File: src/rtl/rom_prefetch.sv
`default_nettype none
// rom_prefetch: prefetches 32-bit ROM words into a small FIFO and serves PI-bus halfwords.
// Optional: define ROM_BYTESWAP_EN to swap bytes within each halfword before storage (.v64 images).
module rom_prefetch #(
    parameter int ADDR_W = 24,
    parameter int DEPTH  = 4
) (
    input  logic              clk,
    input  logic              rst_n,
    input  logic              addr_valid_i,
    input  logic [31:0]       addr_i,
    input  logic              rd_pulse_i,
    output logic [15:0]       rd_data_o,
    output logic              rd_valid_o,
    output logic              rd_underrun_o,
    output logic              mem_req_o,
    output logic [ADDR_W-1:0] mem_addr_o,
    input  logic              mem_ack_i,
    input  logic [31:0]       mem_data_i,
    output logic              busy_o
);

    localparam int PTR_W = $clog2(DEPTH);
    localparam logic [PTR_W:0] C_FULL = (PTR_W+1)'(DEPTH);

    typedef enum logic [1:0] {IDLE, FETCH, DISCARD} state_t;

    state_t              state_q;
    logic                burst_q;
    logic [ADDR_W-1:0]   next_addr_q;
    logic                mem_req_q;
    logic [ADDR_W-1:0]   mem_addr_q;

    logic [31:0]         fifo_q [DEPTH];
    logic [PTR_W-1:0]    wr_ptr_q, wr_ptr_d;
    logic [PTR_W-1:0]    rd_ptr_q, rd_ptr_d;
    logic [PTR_W:0]      count_q, count_d;
    logic                half_sel_q, half_sel_d;
    logic [15:0]         rd_data_q;
    logic                rd_valid_q;
    logic                rd_underrun_q;

    logic                push, pop, rd_ok, underrun_d;
    logic [31:0]         push_data, head_d;
    logic [ADDR_W-1:0]   new_addr;
    logic                unused_addr_bits;

    assign new_addr         = addr_i[ADDR_W+1:2];
    assign unused_addr_bits = ^{addr_i[31:ADDR_W+2], addr_i[0]};

`ifdef ROM_BYTESWAP_EN
    assign push_data = {mem_data_i[23:16], mem_data_i[31:24], mem_data_i[7:0], mem_data_i[15:8]};
`else
    assign push_data = mem_data_i;
`endif

    // A new address phase overrides both the read strobe and any data landing this cycle.
    assign push       = (state_q == FETCH) && mem_ack_i && !addr_valid_i;
    assign rd_ok      = rd_pulse_i && !addr_valid_i && (count_q != '0);
    assign underrun_d = rd_pulse_i && !addr_valid_i && (count_q == '0);
    assign pop        = rd_ok && half_sel_q;

    always_comb begin
        wr_ptr_d   = wr_ptr_q + PTR_W'(push);
        rd_ptr_d   = rd_ptr_q + PTR_W'(pop);
        count_d    = count_q + (PTR_W+1)'(push) - (PTR_W+1)'(pop);
        half_sel_d = rd_ok ? ~half_sel_q : half_sel_q;
        if (addr_valid_i) begin
            wr_ptr_d   = '0;
            rd_ptr_d   = '0;
            count_d    = '0;
            half_sel_d = addr_i[1];
        end
        // When the FIFO drains to nothing this cycle, the only candidate head is the incoming word.
        if (count_q == (PTR_W+1)'(pop)) begin
            head_d = push_data;
        end else begin
            head_d = fifo_q[rd_ptr_d];
        end
    end

    always_ff @(posedge clk) begin
        if (push) begin
            fifo_q[wr_ptr_q] <= push_data;
        end
    end

    always_ff @(posedge clk or negedge rst_n) begin
        if (!rst_n) begin
            wr_ptr_q      <= '0;
            rd_ptr_q      <= '0;
            count_q       <= '0;
            half_sel_q    <= 1'b0;
            rd_data_q     <= '0;
            rd_valid_q    <= 1'b0;
            rd_underrun_q <= 1'b0;
        end else begin
            wr_ptr_q      <= wr_ptr_d;
            rd_ptr_q      <= rd_ptr_d;
            count_q       <= count_d;
            half_sel_q    <= half_sel_d;
            rd_data_q     <= half_sel_d ? head_d[15:0] : head_d[31:16];
            rd_valid_q    <= (count_d != '0);
            rd_underrun_q <= underrun_d;
        end
    end

    always_ff @(posedge clk or negedge rst_n) begin
        if (!rst_n) begin
            state_q     <= IDLE;
            burst_q     <= 1'b0;
            next_addr_q <= '0;
            mem_req_q   <= 1'b0;
            mem_addr_q  <= '0;
        end else begin
            if (addr_valid_i) begin
                burst_q <= 1'b1;
            end
            case (state_q)
                IDLE: begin
                    if (addr_valid_i) begin
                        next_addr_q <= new_addr;
                        mem_addr_q  <= new_addr;
                        mem_req_q   <= 1'b1;
                        state_q     <= FETCH;
                    end else if (burst_q && (count_d < C_FULL)) begin
                        mem_addr_q  <= next_addr_q;
                        mem_req_q   <= 1'b1;
                        state_q     <= FETCH;
                    end
                end
                FETCH: begin
                    if (mem_ack_i) begin
                        mem_req_q   <= 1'b0;
                        state_q     <= IDLE;
                        next_addr_q <= addr_valid_i ? new_addr : next_addr_q + 1'b1;
                    end else if (addr_valid_i) begin
                        next_addr_q <= new_addr;
                        state_q     <= DISCARD;
                    end
                end
                DISCARD: begin
                    if (addr_valid_i) begin
                        next_addr_q <= new_addr;
                    end
                    if (mem_ack_i) begin
                        mem_req_q <= 1'b0;
                        state_q   <= IDLE;
                    end
                end
                default: begin
                    mem_req_q <= 1'b0;
                    state_q   <= IDLE;
                end
            endcase
        end
    end

    assign rd_data_o     = rd_data_q;
    assign rd_valid_o    = rd_valid_q;
    assign rd_underrun_o = rd_underrun_q;
    assign mem_req_o     = mem_req_q;
    assign mem_addr_o    = mem_addr_q;
    assign busy_o        = (state_q != IDLE);

endmodule
`default_nettype wire

File: config.mk
export PLATFORM = sky130hd
export DESIGN_NAME = rom_prefetch
export DESIGN_NICKNAME = d
export VERILOG_FILES = /design/src/rtl/rom_prefetch.sv
export SDC_FILE = /design/constraint.sdc
export NUM_CORES = 1
export LEC_CHECK = 0
export BUFFER_PORTS_ARGS = -buffer_cell sky130_fd_sc_hd__buf_4
export CORE_MARGIN = 4
export CORE_UTILIZATION = 45
export CTS_CLUSTER_SIZE = 40
export DETAILED_ROUTE_END_ITERATION = 6
export SLEW_MARGIN = 30
export SYNTH_ARGS = -nofsm -noshare
export SYNTH_HDL_FRONTEND = slang
export SYNTH_SLANG_ARGS = --single-unit
File: constraint.sdc
create_clock -name clk -period 7.2 [get_ports clk]
set_input_delay 1.44 -clock clk [delete_from_list [all_inputs] [get_ports clk]]
set_output_delay 1.44 -clock clk [all_outputs]
set_load 0.005 [all_outputs]
=== Yosys cells after proc, flatten, opt, wreduce, memory -nomap -nowiden ===
Memories as Yosys holds them, arrays and structs flattened.
Cells that the tools add are included.

* Reductions and logical operators: 20
* Bitwise gates (word level): 1
* Add/sub/neg operators: 5
* Shift operators: 0
* Multiplexer cells: 25
* Div/mod/pow operators: 0
* Order comparisons: 1
* Eq/ne operators: 7
* $mul: 0

{| class="wikitable"
|+ Operator list
! operator !! number
|-
| two-way mux 24 bit || 5
|-
| one-hot mux 24 bit (2 select lines) || 1
|-
| two-way mux 32 bit || 1
|-
| adder 24 x 1 -> 24 bit (second input constant) || 1
|-
| two-way mux 16 bit || 1
|-
| two-way mux 2 bit || 7
|-
| logical AND 1 bit || 7
|-
| two-way mux 1 bit || 7
|-
| != test 3 bit (second input constant) || 2
|-
| one-hot mux 2 bit (3 select lines) || 1
|-
| nonzero test 2 bit || 3
|-
| nonzero test 3 bit || 2
|-
| adder 2 x 1 -> 2 bit || 2
|-
| AND reduction 2 bit || 2
|-
| OR reduction 2 bit || 2
|-
| adder 3 x 1 -> 3 bit || 1
|-
| equality test 3 x 1 -> 1 bit || 1
|-
| zero test 3 bit || 1
|-
| < comparator 3 bit (second input constant) || 1
|-
| two-way mux 3 bit || 1
|-
| AND reduction 3 bit || 1
|-
| subtractor 3 x 1 -> 3 bit || 1
|-
| equality test 2 x 1 -> 1 bit (second input constant) || 1
|-
| equality test 2 bit (second input constant) || 1
|-
| 6 further kinds || 6
|}

* Input bits: 69
* ROM bits: 0
* Memories kept: 1
* Output and inout bits: 44
* Word-level logic and storage cells: 72
* Flip-flop bits (word level): 78
* RAM bits: 128
* Latch bits: 0

{| class="wikitable"
|+ Memory list
! memory !! depth !! width !! read ports !! clocked after Yosys merged registers in !! wr ports !! RTL line !! RTL
|-
| fifo_q || 4 || 32 || 1 || 0 || 1 || 34 || <nowiki>logic [31:0] fifo_q [DEPTH];</nowiki>
|}

=== Logic depth before layout (Yosys ltp) ===
* Word-level depth: 11
* Depth in mapped cells: 14
* Depth with buffers taken out: 13

=== Worst setup path before layout ===
Ideal clock, no wire load.

* Kind: input-to-reg
* From: input addr_valid_i
* To: memory fifo_q[2][0], enable pin
* Stages: 4
* Slack: 2.415 ns
* Required time: 6.732 ns
* Setup time: 0.468 ns
* Arrival: 4.317 ns
* Path buffers: 1
* Cells stage by stage: clkbuf_1 -> nor2b_1 -> nand2_1 -> nor3b_1

* Word-level cells in the longest chain between the ends: 4

{| class="wikitable"
|+ RTL lines
! what !! RTL line !! RTL
|-
| start, declared || 10 || <nowiki>input logic addr_valid_i,</nowiki>
|-
| zero test 1 bit || 58 || <nowiki>assign push = (state_q == FETCH) && mem_ack_i && !addr_valid_i;</nowiki>
|-
| logical AND 1 bit || 58 ||
|-
| two-way mux 1 bit || 83 || <nowiki>if (push) begin</nowiki>
|-
| two-way mux 1 bit (not written as such) || 84 || <nowiki>fifo_q[wr_ptr_q] <= push_data;</nowiki>
|-
| end, declared || 34 ||
|}

Every way passes these cells.

=== Worst setup path in the final report ===
* From: input addr_valid_i
* To: register rd_data_q[2], in the netlist rd_data_o[2]

* Word-level cells in the longest chain between the ends: 9
* Elaborated cells between the ends (all ways): 12
* Classes of those cells: add/sub (1); eq/ne (1); mux (5); reduce/logical (4); memory (1)

{| class="wikitable"
|+ RTL lines
! what !! RTL line !! RTL
|-
| zero test 1 bit || 59 || <nowiki>assign rd_ok = rd_pulse_i && !addr_valid_i && (count_q != '0);</nowiki>
|-
| logical AND 1 bit (2 in a row) || 59 ||
|-
| logical AND 1 bit || 61 || <nowiki>assign pop = rd_ok && half_sel_q;</nowiki>
|-
| adder 2 x 1 -> 2 bit || 65 || <nowiki>rd_ptr_d = rd_ptr_q + PTR_W'(pop);</nowiki>
|-
| two-way mux 2 bit || 68 || <nowiki>if (addr_valid_i) begin</nowiki>
|-
| memory (4 x 32 bit) || n/a ||
|-
| two-way mux 32 bit || 75 || <nowiki>if (count_q == (PTR_W+1)'(pop)) begin</nowiki>
|-
| two-way mux 16 bit (*) || 102 || <nowiki>rd_data_q <= half_sel_d ? head_d[15:0] : head_d[31:16];</nowiki>
|-
| end signal, assigned || 102 ||
|-
| end, declared || 39 || <nowiki>logic [15:0] rd_data_q;</nowiki>
|}

Every way passes the cells marked *; elsewhere a longest branch is shown, timed or not.
A chain may end at the register's enable or synchronous reset.

==> impl_results.md <==
* Worst vdd ir at 0.239 mV
* Worst reg-to-reg setup slack at 3.41 ns
* Clock root buffer: clkbuf_16
* Unrepaired setup endpoints after global routing: no
* Port Buf Inserts at 105
* Status: finished clean
* Slew HR at 0.373
* Tcrit/Tclk final at 0.648
* CP Max Fanout at 66
* Fin Hold WS at 0.508 ns
* Max Clock Freq at 0.214 GHz
* RR Startpoint: count_q[1]
* Post-route ant nets at 0
* Num CTS Buffers at 24
* Worst Setup SP: addr_valid_i
* Ranking of synthesized cells by area: edfxtp_1 43%, dfrtp_1 22%, mux2i_1 5.8%
* Nets at 891
* Clock transition at the registers of the reported paths at 0.06 ns
* Crit path DAT at 5.09 ns
* Crit end category: flop
* Hold Crit Depth at 1
* Number of distinct library cells after synthesis at 53
* P&R area growth vs syn at 21.0%
* Pint at 2.68 mW
* Max Cap Viol at 0
* Inserted Diodes at 0
* WL/cell at 19.5 um
* Post-Route WL at 21300 um
* Synthesized area at 9000 um2
* Final Non-Filler Cells at 1095
* Final worst slack at 2.54 ns
* Total grt overflow at 0
* Most frequent cells in the layout: 128 x edfxtp_1, 118 x buf_4, 78 x dfrtp_1, 68 x o21ai_0, 67 x nand2_1
* LEAKAGE at 4.21 nW
* WP data required at 7.62 ns
* Tightest Pin Transition at 0.940 ns
* Row cnt at 51
* HP Start: mem_addr_o[16]
* Initial antenna violation count at 0
* Hold Path Sink: mem_addr_o[16]
* Die outline height at 149 um
* Crit start category: input port
* Cells after DPL at 1051
* First-pass GRT wire length at 34200 um
* Vias in the first global route at 6360
* Clk pwr share at 0.321
* Layout fillers at 1621
* Kind of critical path: input port to flop
* Gates resized, CTS repair at 0
* Syn. warnings at 0
* Final TNS setup at 0 ns
* Starting Density at 0.459
* Number of synthesized flops with an enable pin at 128
* R2R depth at 10
* GRT Util Overall at 0.192
* Final Hold Vio Count at 0
* Ys async rst share at 0.379
* Dpl ws at 1.97 ns
* Cell taking the most area after synthesis: edfxtp_1
* FF-to-FF End: rd_data_o[2]
* Die outline width at 149 um
* TritonCTS clock tree: yes
* Main synth FF type: edfxtp_1
* HP Class: flop to flop
* CTS H-tree depth at 1
* Largest net degree at the start of global routing at 79
* Synth Net Count at 794
* Ports at 113
* Flops & latches, synth at 206
* DRC viols at 0
* Avg Cell Area, Syn at 12.6 um2
* Mapped Cells at 715
* Most common cell after layout, fill and taps aside: edfxtp_1
* Sequential share of power at 0.409
* Switching Share at 0.306
* Post-route minimum period at 4.66 ns
* Dpl hpwl at 12600 um
* Gpl congestion at 0.758
* Layout cells sized above 1 at 0.216
* Core area at 19600 um2
* Vias per inst at 5.62
* Post-CTS Hold Fix Bufs at 0
* Skew final at 0.0257 ns
* Max Transition Viols Final at 0
* Initial DRC Count at 396
* Cell Pwr Density at 354 nW/um2
* Sink Count at 206
* Final setup viols at 0
* Comb power frac at 0.270
* Clock Latency Late Sink at 0.53 ns
* Post-CTS Setup Repair Bufs at 0
* First-pass DRT Iterations at 5
* Top cell type's share of synthesized area at 0.427
* Die area at 22300 um2
* Post-synthesis sequential area ratio at 0.644
* NetSw at 1.18 mW
* Deepest clock path buffer count at 3
* Total number of vias at 6158
[power by group through the flow]
stage | sequential, mW | combinational (mW) | clock (mW)
after floorplan | 1.58 | 0.623 | 0
after global placement | 1.59 | 1.03 | 0
after detailed placement | 1.60 | 1.06 | 0
after CTS | 1.58 | 1.06 | 1.27
after global routing | 1.60 | 1.17 | 1.32
final | 1.58 | 1.04 | 1.24
[state kept, by name, summed over array words and instances (netlist names)]
signal,flops
burst_q,1
count_q,3
fifo_q,128
half_sel_q,1
mem_addr_o,24
mem_req_o,1
next_addr_q,24
rd_data_o,16
rd_ptr_q,2
rd_underrun_o,1
rd_valid_o,1
state_q,2
wr_ptr_q,2
[metal layers]
metal  track usage  share of wire  wire, um  up-vias
met5             0              0         0        -
met4        0.0490          0.016       349        0
met3        0.0388          0.064      1370       32
met2         0.329           0.50     10600      173
met1         0.251           0.42      9040     3033
li1              -              -         -     2920
[logic make-up after synthesis]
group	after synthesis	share of synthesized area
fa+ha+maj	10	0.0147
compound gates	220	0.159
flops	206	0.644
buf+inv	67	0.0293
xor+xnor	6	0.00667
simple gates	145	0.0771
mux	61	0.0691
[cells in the mapped netlist, types with 2 or more instances]
| master | n |
|---|---|
| nand3_1 | 14 |
| nand4_1 | 7 |
| ha_1 | 9 |
| a221o_1 | 30 |
| o22ai_1 | 4 |
| dfrtp_1 | 78 |
| xnor2_1 | 3 |
| nor2_1 | 20 |
| a22oi_1 | 11 |
| a21oi_1 | 63 |
| buf_1 | 6 |
| mux2_2 | 9 |
| buf_2 | 4 |
| mux2i_1 | 52 |
| a31oi_1 | 3 |
| inv_1 | 19 |
| o21bai_1 | 2 |
| and3_1 | 3 |
| or3_1 | 4 |
| a2bb2oi_1 | 4 |
| a32oi_1 | 18 |
| nor3_1 | 11 |
| nor3b_1 | 3 |
| nor2b_1 | 4 |
| nand2b_1 | 2 |
| a41oi_1 | 2 |
| o21a_1 | 4 |
| o21ai_0 | 68 |
| xor2_1 | 2 |
| o211ai_1 | 3 |
| edfxtp_1 | 128 |
| nand2_1 | 67 |
| a311o_1 | 2 |
| clkbuf_1 | 37 |
[area by class of cell]
cell class | count | area, um2 | share of cell area
flip-flops and latches | 206 | 5800 | 0.532
multi-input cells | 442 | 2980 | 0.273
repair buffers | 119 | 897 | 0.0823
clock buffers | 32 | 661 | 0.0606
well taps | 265 | 332 | 0.0304
clock inverters | 12 | 164 | 0.0150
inverters | 19 | 71.3 | 0.00655
[worst max-delay path: stages]
cell and delay [ns]:
buf_4 0.60, nor3b_1 0.17, ha_1 0.30, a21boi_0 0.38, o21ai_0 0.19, inv_1 0.73
buf_4 0.43, a21oi_1 0.12, a221o_1 0.40, a32oi_1 0.28
[through the flow]
stage          power, mW  instance area, um2  utilization
6_report            3.86               10900        0.556
5_1_grt             4.09               10900        0.556
4_1_cts             3.91               10900        0.556
3_5_place_dp        2.65               10100        0.514
3_3_place_gp        2.62               10100        0.514
2_1_floorplan       2.20                9000            -
[worst max-delay path by stage]
stage / end / cells past startpoint
4_1_cts: mem_addr_o[22] / 12
5_1_grt: mem_addr_o[18] / 12
3_5_place_dp: mem_addr_o[22] / 12
3_3_place_gp: rd_data_o[15] / 12
2_1_floorplan: fifo_q[2][0] / 4
6_report: rd_data_o[2] / 10
Note: power is estimated with default switching activity, not from simulation.
